File: src/rtl/matrix_pkg.sv
// Shared definitions for the matrix multiply-accumulate engine.
//   state_e    : engine control states (IDLE, COMPUTE, OUTPUT)
//   acc_width  : accumulator width for DW-bit operands summed over K terms
//   idx_width  : counter width able to address 0..n-1 (minimum 1 bit)
package matrix_pkg;

  typedef enum logic [1:0] {
    IDLE    = 2'd0,
    COMPUTE = 2'd1,
    OUTPUT  = 2'd2
  } state_e;

  // Full product is 2*DW bits; summing K of them needs clog2(K) more, plus a sign bit.
  function automatic int unsigned acc_width(input int unsigned dw, input int unsigned k);
    return 2 * dw + unsigned'($clog2(k)) + 1;
  endfunction

  function automatic int unsigned idx_width(input int unsigned n);
    return (n > 1) ? unsigned'($clog2(n)) : 1;
  endfunction

endpackage

File: src/rtl/mac_unit.sv
// Single multiply-accumulate lane.
//   clk, reset_n : clock and asynchronous active-low reset
//   en_i         : perform one MAC this cycle
//   last_i       : this MAC completes an output element; accumulator restarts at 0
//   clear_i      : discard the running sum (job cancel)
//   signed_i     : 1 = two's-complement operands, 0 = unsigned
//   a_i, b_i     : DW-bit operands
//   sum_c_o      : combinational running sum including the current product
module mac_unit #(
  parameter int unsigned DW = 16,
  parameter int unsigned AW = 34
) (
  input  logic                 clk,
  input  logic                 reset_n,
  input  logic                 en_i,
  input  logic                 last_i,
  input  logic                 clear_i,
  input  logic                 signed_i,
  input  logic [DW-1:0]        a_i,
  input  logic [DW-1:0]        b_i,
  output logic signed [AW-1:0] sum_c_o
);

  // Operands widened so one multiplier serves both signed and unsigned modes.
  localparam int unsigned PW = 2 * DW + 2;

  logic [PW-1:0]        a_x;
  logic [PW-1:0]        b_x;
  logic signed [PW-1:0] prod;
  logic signed [AW-1:0] prod_ext;
  logic signed [AW-1:0] acc_q;
  logic signed [AW-1:0] acc_d;

  // Sign- or zero-extend operands depending on mode.
  assign a_x = {{(DW + 2){signed_i & a_i[DW-1]}}, a_i};
  assign b_x = {{(DW + 2){signed_i & b_i[DW-1]}}, b_i};

  // Low PW bits of the widened product are exact in both modes.
  assign prod     = $signed(a_x * b_x);
  assign prod_ext = AW'(prod);
  assign sum_c_o  = acc_q + prod_ext;

  // Accumulator next value.
  always_comb begin
    acc_d = acc_q;
    if (clear_i) begin
      acc_d = '0;
    end else if (en_i) begin
      acc_d = last_i ? '0 : sum_c_o;
    end
  end

  always_ff @(posedge clk or negedge reset_n) begin
    if (!reset_n) begin
      acc_q <= '0;
    end else begin
      acc_q <= acc_d;
    end
  end

endmodule

File: src/rtl/matrix_mac_engine.sv
// Sequential matrix multiply C = A x B, one MAC per cycle.
//   clk, reset_n         : clock and asynchronous active-low reset
//   in_valid / in_ready  : job handshake; A, B, signed_en, sat_en captured on accept
//   A (M*K*DW), B (K*N*DW): row-major operand matrices
//   signed_en            : operand interpretation for the job
//   sat_en               : clamp results to OW (1) or keep low OW bits (0)
//   abort                : cancel the running job
//   C (M*N*OW)           : row-major result matrix
//   out_valid / out_ready: result handshake
//   sat_flag             : some element of C was clamped
module matrix_mac_engine
  import matrix_pkg::*;
#(
  parameter int unsigned M  = 2,
  parameter int unsigned K  = 2,
  parameter int unsigned N  = 2,
  parameter int unsigned DW = 16,
  parameter int unsigned OW = 32
) (
  input  logic              clk,
  input  logic              reset_n,
  input  logic              in_valid,
  output logic              in_ready,
  input  logic [M*K*DW-1:0] A,
  input  logic [K*N*DW-1:0] B,
  input  logic              signed_en,
  input  logic              sat_en,
  input  logic              abort,
  output logic [M*N*OW-1:0] C,
  output logic              out_valid,
  input  logic              out_ready,
  output logic              sat_flag
);

  localparam int unsigned AW = acc_width(DW, K);
  // Wide enough to hold both the sum and any clamp limit as signed values.
  localparam int unsigned EW = ((AW > OW) ? AW : OW) + 1;
  localparam int unsigned MW = idx_width(M);
  localparam int unsigned KW = idx_width(K);
  localparam int unsigned NW = idx_width(N);

  state_e              state_q, state_d;
  logic [MW-1:0]       i_q, i_d;
  logic [NW-1:0]       j_q, j_d;
  logic [KW-1:0]       k_q, k_d;
  logic [M*K*DW-1:0]   a_q, a_d;
  logic [K*N*DW-1:0]   b_q, b_d;
  logic                signed_q, signed_d;
  logic                sat_en_q, sat_en_d;
  logic [M*N*OW-1:0]   c_q, c_d;
  logic                sat_flag_q, sat_flag_d;
  logic                out_valid_q, out_valid_d;
  logic                in_ready_q, in_ready_d;

  logic [DW-1:0]        a_el;
  logic [DW-1:0]        b_el;
  logic                 mac_en;
  logic                 mac_clear;
  logic                 k_last;
  logic                 j_last;
  logic                 i_last;
  logic signed [AW-1:0] sum_c;
  logic signed [EW-1:0] sum_e;
  logic signed [EW-1:0] hi_lim;
  logic signed [EW-1:0] lo_lim;
  logic                 clamp_hi;
  logic                 clamp_lo;
  logic                 clamp_c;
  logic [OW-1:0]        res_c;
  int unsigned          c_base;

  assign k_last = (k_q == KW'(K - 1));
  assign j_last = (j_q == NW'(N - 1));
  assign i_last = (i_q == MW'(M - 1));

  // Operand select: A(i,k) and B(k,j) from the captured job.
  assign a_el = a_q[(32'(i_q) * K + 32'(k_q)) * DW +: DW];
  assign b_el = b_q[(32'(k_q) * N + 32'(j_q)) * DW +: DW];

  mac_unit #(
    .DW (DW),
    .AW (AW)
  ) u_mac (
    .clk      (clk),
    .reset_n  (reset_n),
    .en_i     (mac_en),
    .last_i   (k_last),
    .clear_i  (mac_clear),
    .signed_i (signed_q),
    .a_i      (a_el),
    .b_i      (b_el),
    .sum_c_o  (sum_c)
  );

  // Result narrowing: clamp to the OW range of the job's mode, or wrap.
  always_comb begin
    sum_e    = EW'(sum_c);
    hi_lim   = signed_q ? EW'({(OW - 1){1'b1}}) : EW'({OW{1'b1}});
    lo_lim   = signed_q ? ~EW'({(OW - 1){1'b1}}) : '0;
    clamp_hi = sat_en_q && (sum_e > hi_lim);
    clamp_lo = sat_en_q && (sum_e < lo_lim);
    clamp_c  = clamp_hi | clamp_lo;
    if (clamp_hi) begin
      res_c = OW'(hi_lim);
    end else if (clamp_lo) begin
      res_c = OW'(lo_lim);
    end else begin
      res_c = OW'(sum_e);
    end
  end

  // Next-state and datapath control.
  always_comb begin
    state_d     = state_q;
    i_d         = i_q;
    j_d         = j_q;
    k_d         = k_q;
    a_d         = a_q;
    b_d         = b_q;
    signed_d    = signed_q;
    sat_en_d    = sat_en_q;
    c_d         = c_q;
    sat_flag_d  = sat_flag_q;
    out_valid_d = out_valid_q;
    in_ready_d  = in_ready_q;
    mac_en      = 1'b0;
    mac_clear   = 1'b0;
    c_base      = '0;

    unique case (state_q)
      IDLE: begin
        out_valid_d = 1'b0;
        if (in_valid) begin
          state_d    = COMPUTE;
          a_d        = A;
          b_d        = B;
          signed_d   = signed_en;
          sat_en_d   = sat_en;
          sat_flag_d = 1'b0;
          i_d        = '0;
          j_d        = '0;
          k_d        = '0;
        end
      end

      COMPUTE: begin
        if (abort) begin
          state_d   = IDLE;
          mac_clear = 1'b1;
          i_d       = '0;
          j_d       = '0;
          k_d       = '0;
        end else begin
          mac_en = 1'b1;
          if (k_last) begin
            // Element (i,j) complete: commit it and step to the next element.
            k_d              = '0;
            c_base           = (32'(i_q) * N + 32'(j_q)) * OW;
            c_d[c_base +: OW] = res_c;
            sat_flag_d       = sat_flag_q | clamp_c;
            if (j_last) begin
              j_d = '0;
              if (i_last) begin
                i_d     = '0;
                state_d = OUTPUT;
              end else begin
                i_d = i_q + MW'(1);
              end
            end else begin
              j_d = j_q + NW'(1);
            end
          end else begin
            k_d = k_q + KW'(1);
          end
        end
      end

      OUTPUT: begin
        // First OUTPUT cycle raises out_valid; abort overrides the handshake.
        if (abort || (out_valid_q && out_ready)) begin
          state_d     = IDLE;
          out_valid_d = 1'b0;
        end else begin
          out_valid_d = 1'b1;
        end
      end

      default: begin
        state_d     = IDLE;
        out_valid_d = 1'b0;
      end
    endcase

    in_ready_d = (state_d == IDLE);
  end

  always_ff @(posedge clk or negedge reset_n) begin
    if (!reset_n) begin
      state_q     <= IDLE;
      i_q         <= '0;
      j_q         <= '0;
      k_q         <= '0;
      a_q         <= '0;
      b_q         <= '0;
      signed_q    <= 1'b0;
      sat_en_q    <= 1'b0;
      c_q         <= '0;
      sat_flag_q  <= 1'b0;
      out_valid_q <= 1'b0;
      in_ready_q  <= 1'b1;
    end else begin
      state_q     <= state_d;
      i_q         <= i_d;
      j_q         <= j_d;
      k_q         <= k_d;
      a_q         <= a_d;
      b_q         <= b_d;
      signed_q    <= signed_d;
      sat_en_q    <= sat_en_d;
      c_q         <= c_d;
      sat_flag_q  <= sat_flag_d;
      out_valid_q <= out_valid_d;
      in_ready_q  <= in_ready_d;
    end
  end

  assign in_ready  = in_ready_q;
  assign out_valid = out_valid_q;
  assign sat_flag  = sat_flag_q;
  assign C         = c_q;

endmodule

File: config.mk
export PLATFORM = sky130hd
export DESIGN_NAME = matrix_mac_engine
export DESIGN_NICKNAME = d
export VERILOG_FILES = /design/src/rtl/matrix_pkg.sv /design/src/rtl/mac_unit.sv /design/src/rtl/matrix_mac_engine.sv
export SDC_FILE = /design/constraint.sdc
export NUM_CORES = 1
export LEC_CHECK = 0
export BUFFER_PORTS_ARGS = -buffer_cell sky130_fd_sc_hd__clkbuf_2
export CORE_MARGIN = 1.5
export CORE_UTILIZATION = 37
export CTS_CLUSTER_SIZE = 30
export DETAILED_ROUTE_END_ITERATION = 6
export GPL_TIMING_DRIVEN = 1
export SLEW_MARGIN = 5
export SYNTH_ARGS = -nofsm -noshare
export SYNTH_HDL_FRONTEND = slang
export SYNTH_HIERARCHICAL = 1
export SYNTH_SLANG_ARGS = --single-unit
export TNS_END_PERCENT = 30
File: constraint.sdc
create_clock -name clk -period 17.62 [get_ports clk]
set_input_delay 3.524 -clock clk [delete_from_list [all_inputs] [get_ports clk]]
set_output_delay 3.524 -clock clk [all_outputs]
set_load 0.05 [all_outputs]
==> results of run 1 <==
==> critical path, delay by kind of cell (launching register included) <==
family	cells	cell delay (ps)
XOR/XNOR	1	330
flip-flops	1	750
multiplexers	1	660
adder cells (fa/ha/maj)	8	4220
AND/OR/NAND/NOR	7	2280
AO/OA/AOI/OAI	5	1220
buffers and inverters	7	1080
==> metal layers <==
layer  routed length, um  share of wire (%)  vias to the layer above  track usage, %
li1                    -                  -                     7571               -
met1               26300                 38                     9189            24.0
met2               36700                 54                      447            35.8
met3                2480                3.6                      135            2.33
met4                2840                4.2                        0            8.89
met5                   0                  0                        -               0
==> worst max path at each step <==
| stage | from | endpoint | slack, ps |
|---|---|---|---|
| 2_1_floorplan | k_last | C[7] | 8620 |
| 3_3_place_gp | k_last | C[11] | 7480 |
| 3_5_place_dp | k_last | C[71] | 7070 |
| 4_1_cts | k_last | C[91] | 7040 |
| 5_1_grt | k_last | C[93] | 6130 |
| 6_report | k_last | C[91] | 7010 |
==> synth_stat cells, drive strengths merged (3+ instances only) <==
cell type / n
a21o: 10
o21ai: 23
mux4: 32
a41oi: 3
mux2: 130
nand4: 13
nand2b: 9
a31oi: 3
nor3: 6
o31ai: 9
a221o: 124
a22o: 34
xor2: 15
a21oi: 37
nor2b: 5
nand3: 8
nor2: 40
o21a: 6
buf: 40
o21bai: 7
nand2: 168
and2: 130
o211ai: 3
fa: 339
xnor2: 29
dfrtp: 299
ha: 110
clkbuf: 68
a211oi: 3
and3: 10
inv: 475
or3: 5
==> state kept, by name, summed over array words and instances (netlist names) <==
| register | cells |
|---|---|
| C | 128 |
| a_q | 64 |
| b_q | 64 |
| u_mac/acc_q | 34 |
| state_q | 2 |
| i_last | 1 |
| in_ready | 1 |
| j_last | 1 |
| k_last | 1 |
| out_valid | 1 |
| sat_en_q | 1 |
| sat_flag | 1 |
| signed_q | 1 |
==> through the flow <==
| stage | area, um^2 | util, % |
|---|---|---|
| 2_1_floorplan | 24900 | - |
| 6_report | 28300 | 42.7 |
| 5_1_grt | 28300 | 42.7 |
| 4_1_cts | 28300 | 42.7 |
| 3_5_place_dp | 27000 | 40.8 |
| 3_3_place_gp | 27000 | 40.8 |
==> cell families after synthesis <==
kind of cell | count (synthesis)
buffers and inverters | 583
and+or+nand+nor | 403
AOI/OAI and AO/OA | 274
xor gates and xnor gates | 44
DFF | 300
adders and majority gates | 449
muxes | 162
==> layout make-up <==
| type | instances | area (um^2) |
|---|---|---|
| Fill cell | 6212 | 37900 |
| Multi-Input combinational cell | 1332 | 15200 |
| Sequential cell | 300 | 7510 |
| Inverter | 475 | 1780 |
| Timing Repair Buffer | 284 | 1480 |
| Tap cell | 864 | 1080 |
| Clock buffer | 44 | 968 |
| Clock inverter | 18 | 277 |
| Antenna cell | 2 | 5.00 |
==> reports/results.tsv, run 1 <==
metric	value	unit
worstHoldStart	a_q[6]	
dpl_worst_slack	7070	ps
via_per_inst	5.23	
core-area	66200	um^2
overflow	0	
dieHeight	263	um
wire_per_inst	20.6	um
yosysWarnings	6	
hold_buffers	0	
tritoncts	built	
setup-violations-final	0	
syn_nets	2799	
synthFlopType	dfrtp_1	
cts.clk_slew.worst_paths	60	ps
dp_hpwl	52000	um
post_cts_buffers	0	
initial_core_util	37.6	%
synth_adder_area_share	32.7	%
cts_root_buf	clkbuf_16	
reg2reg_depth	29	
synthMuxAreaShare	8.76	%
fin_ws	7010	ps
vias	17300	
critPathRequiredTime	18090	ps
dr.pass1.iters	6	
final_max_slew_viol_count	0	
drc	0	
fin_skew	38.0	ps
htreeDepth	2	
rows	94	
r2r_slack	7010	ps
hold_class	flop to flop	
ios	266	
cp_data_arrival_time	11080	ps
mostFrequentLayoutCells	inv_1 (475), fa_1 (339), dfrtp_1 (298)	
tightest_slew	1280	ps
clock_latency	550	ps
synth_area_leaders	dfrtp_1 (30%), fa_1 (27%), inv_1 (7.2%)	
grt_pass1_vias	19000	
cts_buffers	34	
synth_area_per_cell	11.3	um^2
num-nets-final	3011	
rr_endpoint	C[91]	
gp_congestion	0.924	
status	finished clean	
ys_async_sr_fraction	100	%
max_freq	94.2	MHz
synth_seq_area_share	30.1	%
grt_usage	20.0	%
dr.first_iter.drc_count	1329	
ys_seq_elements	300	
layout-drive-gt1-share	22.2	%
antenna_left	0	
wl	68400	um
die_w	263	um
placedCellCount	3255	
synth_top_area_cell	dfrtp_1	
synthSimpleGateAreaFrac	8.28	%
grt_max_degree	96	
finalSetupTns	0	ps
fin_crit	10610	ps
cpPeakStageDelay	1020	ps
antenna_found_initial	2	
critPathSlowestCell	nor2_2	
synthCells	2215	
crit_fanout	31	
fin_crit_sh	60.2	%
drv_cap	0	
grt_pass1_wl	108000	um
hold_end	a_q[6]	
cts-resized-gates	0	
end_kind	flop	
crit_path_start_kind	flop	
syn_area	24900	um^2
synth_top_family_by_area	adder cells	
cts.sinks	300	
die-area	68900	um^2
fin_cells	3319	
relSlewSlack	14.5	%
rsz0062_at_grt	false	
cts_buffer_depth	3	
rr_startpoint	k_last	
min_path_cells	1	
synth_edf_count	0	
io_buffers	265	
hold_violations	0	
critical_path_class	flop to flop	
synthXorXnorAreaFrac	1.61	%
final_common_cell	inv_1	
holdWs	502	ps
synthToLayoutAreaGrowth	13.5	%
synth_top_area_share	30.0	%
synth_cell_types	65	
synth_compound_gate_area_share	9.45	%
Power of run 1 is not shown: default switching activity piles up to over one toggle a cycle in this logic, so the estimate is an artifact.
==> run 2, diff against run 1 <==
Clock period 17.62 ns to 10.5 ns, I/O delays scaled along.
==> run 2 against run 1 <==
Count of clock-buffer cells in the layout increased by 4. Via count barely moved. Utilization did not move. Critical path type unchanged. Cell area unchanged.
==> reports/results.tsv, run 2 (synthesis results as in run 1) <==
metric	value	unit	change
status	finished clean		unchanged
end_kind	flop		unchanged
mostFrequentLayoutCells	inv_1 (475), fa_1 (339), dfrtp_1 (298)		unchanged
tritoncts	built		unchanged
ios	266		unchanged
initial_core_util	37.6	%	unchanged
final_max_slew_viol_count	0		unchanged
num-nets-final	3021		was 3,011
path_buf_inv	6		was 7
antenna_left	0		unchanged
fin_crit	9760	ps	was 10,610 ps
hold_violations	0		unchanged
overflow	0		unchanged
cts.sinks	300		unchanged
largest_register_ff_count	128		unchanged
max_freq	102	MHz	was 94.2 MHz
drv_cap	0		unchanged
rsz0062_at_grt	false		unchanged
finalSetupTns	0	ps	unchanged
drc	0		unchanged
tightest_slew	1360	ps	was 1280 ps
die-area	68900	um^2	unchanged
gp_congestion	0.872		was 0.924
setup-violations-final	0		unchanged
grt_usage	19.8	%	was 20.0%
crit_fanout	31		unchanged
rr_endpoint	C[122]		was C[91]
critical_path_class	flop to flop		unchanged
core-area	66200	um^2	unchanged
cts_buffer_depth	3		unchanged
cts.clk_slew.worst_paths	60	ps	about the same
cp_top_family	adder cells		unchanged
r2r_slack	740	ps	was 7010 ps
io_buffers	265		unchanged
synthToLayoutAreaGrowth	13.5	%	unchanged
cts-resized-gates	0		unchanged
wl	67900	um	was 68,400 um
htreeDepth	2		unchanged
min_path_cells	2		was 1
hold_class	flop to flop		unchanged
worstHoldStart	C[95]		was a_q[6]
layout-drive-gt1-share	22.3	%	was 22.2%
grt_pass1_wl	107000	um	was 108,000 um
cts_buffers	35		was 34
fin_skew	31.0	ps	was 38.0 ps
relSlewSlack	9.35	%	was 14.5%
grt_pass1_vias	19000		about the same
dr.first_iter.drc_count	1079		was 1,329
via_per_inst	5.22		was 5.23
vias	17400		was 17,300
cts_root_buf	clkbuf_16		unchanged
die_w	263	um	unchanged
final_common_cell	inv_1		unchanged
dr.pass1.iters	5		was 6
critPathRequiredTime	10960	ps	was 18,090 ps
fillers	6184		was 6,212
hold_buffers	0		unchanged
antenna_found_initial	1		was 2
wire_per_inst	20.4	um	was 20.6 um
multiInputGateArea	15200	um^2	about the same
cp_data_arrival_time	10220	ps	was 11,080 ps
antenna_cells	0		was 2
clock_latency	550	ps	about the same
hold_end	C[95]		was a_q[6]
critPathSlowestCell	nor2_2		unchanged
fin_crit_sh	93.0	%	was 60.2%
dieHeight	263	um	unchanged
rr_startpoint	j_last		was k_last
reg2reg_depth	27		was 29
cpPeakStageDelay	1020	ps	about the same
rows	94		unchanged
regArea	7510	um^2	unchanged
crit_path_start_kind	flop		unchanged
dp_hpwl	51700	um	was 52,000 um
post_cts_buffers	0		unchanged
grt_max_degree	172		was 96
==> run 2: worst register-to-register path, cell delays in order, from the launching register on <==
cell       delay (ps)
dfrtp_1           740
mux4_2            720
nand2_1           230
fa_1              720
inv_1             140
fa_1              750
inv_1             240
fa_1              580
inv_1              50
fa_1              460
fa_1              550
inv_1              60
fa_1              530
inv_1              50
ha_1              420
nand2_1           150
o21ai_0           300
nor2_1             70
a41oi_1           330
a31oi_1           160
xnor2_1           330
inv_1             120
ha_1              280
nand4bb_1         110
nor4_1             80
a31o_2            260
nor2_2           1020
a221o_1           240
==> run 2: through the flow <==
step	util (%)	cell area, um^2	worst slack, ps	hold slack [ps]	instances
global route	42.7	28300	111	518	3326
CTS	42.7	28300	693	484	3326
finish	42.7	28300	739	480	3326
detailed placement	41.0	27100	695	472	3264
global placement	41.0	27100	972	469	3264
floorplan	-	24900	1500	466	2215
==> run 2: area by class of cell <==
cell class                 instances  area share (%)
clock buffer                      48            3.56
multi-input combinational       1332            53.7
inverter                         475            6.30
tap                              864            3.82
clock inverter                    14           0.562
timing repair buffer             293            5.51
sequential                       300            26.5
==> run 2: worst max-delay path by stage <==
stage	startpoint	to	slack, ps	cells after the start
3_3_place_gp	j_last	C[104]	970	27
4_1_cts	j_last	C[91]	690	27
3_5_place_dp	j_last	C[74]	690	27
6_report	j_last	C[122]	740	27
5_1_grt	j_last	C[113]	110	27
2_1_floorplan	k_last	C[7]	1500	31
==> run 2: routing by layer <==
metal	global-route usage, %	routed length, um	up-vias
met2	36.4	37000	466
li1	-	-	7586
met1	23.5	25700	9166
met5	0	18	-
met4	8.11	2490	2
met3	2.24	2610	132
Power of run 2 is left out for the same reason.
==> run 3, diff against run 2 <==
Settings changed: CTS_BUF_LIST from default to sky130_fd_sc_hd__clkbuf_4 sky130_fd_sc_hd__clkbuf_8 sky130_fd_sc_hd__clkbuf_16.
==> run 3 against run 2 <==
Fmax increased by 0.16%. Critical path depth unchanged. Critical path type unchanged. Critical endpoint is now C[114]. Global-route usage about the same. Wire length grew 0.13%. Worst hold slack about the same. Sequential cell count unchanged. Sequential share of layout area about the same. Worst setup slack gained 15 ps. Cell area barely moved. Register-to-register slack better by 20 ps. Utilization barely moved.
==> reports/results.tsv, run 3 (synthesis results as in run 1) <==
metric	value	unit	change
rsz0062_at_grt	false		unchanged
cts_root_buf	clkbuf_16		unchanged
mostFrequentLayoutCells	inv_1 (475), fa_1 (339), dfrtp_1 (298)		unchanged
critPathSlowestCell	nor2_2		unchanged
worstHoldStart	C[95]		unchanged
grt_pass1_vias	19000		about the same
crit_end	C[114]		was C[122]
die-area	68900	um^2	unchanged
antenna_cells	0		unchanged
core-area	66200	um^2	unchanged
gp_congestion	0.872		unchanged
path_common_cell	fa_1		
antenna_left	0		unchanged
grt_pass1_wl	107000	um	about the same
cts_buffers	35		unchanged
grt_usage	19.8	%	about the same
dieHeight	263	um	unchanged
post_cts_buffers	0		unchanged
rr_startpoint	j_last		unchanged
overflow	0		unchanged
setup-violations-final	0		unchanged
fin_crit_sh	92.8	%	was 93.0%
rows	94		unchanged
initial_core_util	37.6	%	unchanged
cts.clk_slew.worst_paths	60	ps	about the same
finalSetupTns	0	ps	unchanged
hold_violations	0		unchanged
synthToLayoutAreaGrowth	13.6	%	was 13.5%
layout-drive-gt1-share	22.5	%	was 22.3%
fin_skew	30.4	ps	was 31.0 ps
cpPeakStageDelay	1010	ps	was 1020 ps
cp_top_family	adder cells		unchanged
dr.first_iter.drc_count	1102		was 1,079
critPathRequiredTime	10960	ps	about the same
largest_register_ff_count	128		unchanged
fillers	6184		unchanged
hold_class	flop to flop		unchanged
cts_buffer_depth	3		unchanged
cp_data_arrival_time	10210	ps	was 10,220 ps
crit_path_start_kind	flop		unchanged
via_per_inst	5.20		was 5.22
status	finished clean		unchanged
crit_fanout	31		unchanged
critical_path_class	flop to flop		unchanged
final_common_cell	inv_1		unchanged
wire_per_inst	20.4	um	about the same
path_buf_inv	5		was 6
cp_num_cells	27		unchanged
rr_endpoint	C[114]		was C[122]
num-nets-final	3021		unchanged
cp-startpoint	j_last		unchanged
io_buffers	265		unchanged
vias	17300		was 17,400
reg2reg_depth	27		unchanged
antenna_found_initial	1		unchanged
wl	68000	um	was 67,900 um
clock_latency	560	ps	was 550 ps
tightest_slew	1340	ps	was 1360 ps
drc	0		unchanged
hold_buffers	0		unchanged
tritoncts	built		unchanged
max_freq	103	MHz	was 102 MHz
dp_hpwl	51700	um	unchanged
fin_crit	9750	ps	was 9760 ps
grt_max_degree	172		unchanged
dr.pass1.iters	5		unchanged
cts-resized-gates	0		unchanged
end_kind	flop		unchanged
final_max_slew_viol_count	0		unchanged
ios	266		unchanged
drv_cap	0		unchanged
r2r_slack	750	ps	was 740 ps
htreeDepth	2		unchanged
relSlewSlack	10.2	%	was 9.35%
die_w	263	um	unchanged
cts.sinks	300		unchanged
## run 3: how the worst min path moves through the flow
stage | to | slack (ps) | depth (start not counted)
floorplan | u_mac/acc_q[15] | 470 | 1
global placement | C[95] | 470 | 2
detailed placement | C[95] | 470 | 2
CTS | C[95] | 480 | 2
global route | b_q[51] | 520 | 1
finish | C[95] | 480 | 2
## run 3: stage by stage
| step | util [%] | hold WS, ps | instances | worst slack, ps | cell area [um^2] |
|---|---|---|---|---|---|
| 6_report | 42.8 | 480 | 3326 | 754 | 28300 |
| 3_3_place_gp | 41.0 | 469 | 3264 | 972 | 27100 |
| 3_5_place_dp | 41.0 | 472 | 3264 | 695 | 27100 |
| 4_1_cts | 42.7 | 484 | 3326 | 693 | 28300 |
| 5_1_grt | 42.8 | 518 | 3326 | 112 | 28300 |
| 2_1_floorplan | - | 466 | 2215 | 1500 | 24900 |
## run 3: final cells by class
class	count	area [um^2]	share of cell area (%)
clock buffer	48	1030	3.63
clock inverter	14	159	0.561
inverter	475	1780	6.30
multi-input combinational	1332	15200	53.7
sequential	300	7510	26.5
tap	864	1080	3.82
timing repair buffer	293	1560	5.51
## run 3: per-layer routing
metal | up-vias | part of all wire [%] | track usage [%]
li1 | 7583 | - | -
met1 | 9124 | 38 | 23.5
met2 | 451 | 54 | 36.4
met3 | 137 | 3.9 | 2.24
met4 | 2 | 3.7 | 8.11
met5 | - | 0.026 | 0
## run 3: worst reg2reg max path: stages (launching register included)
cell	delay [ps]
dfrtp_1	740
mux4_2	790
nand2_1	540
inv_1	330
nand2b_1	170
fa_1	440
fa_1	490
inv_1	50
fa_1	460
fa_1	540
fa_1	550
inv_1	50
fa_1	540
inv_1	40
ha_1	400
a21oi_1	240
nor2b_1	70
o21ai_0	340
a41oi_1	270
a31oi_1	270
xnor2_1	230
inv_1	120
ha_1	280
nand4bb_1	110
nor4_1	80
a31o_2	270
nor2_2	1010
a221o_1	240
Power of run 3 is left out for the same reason.
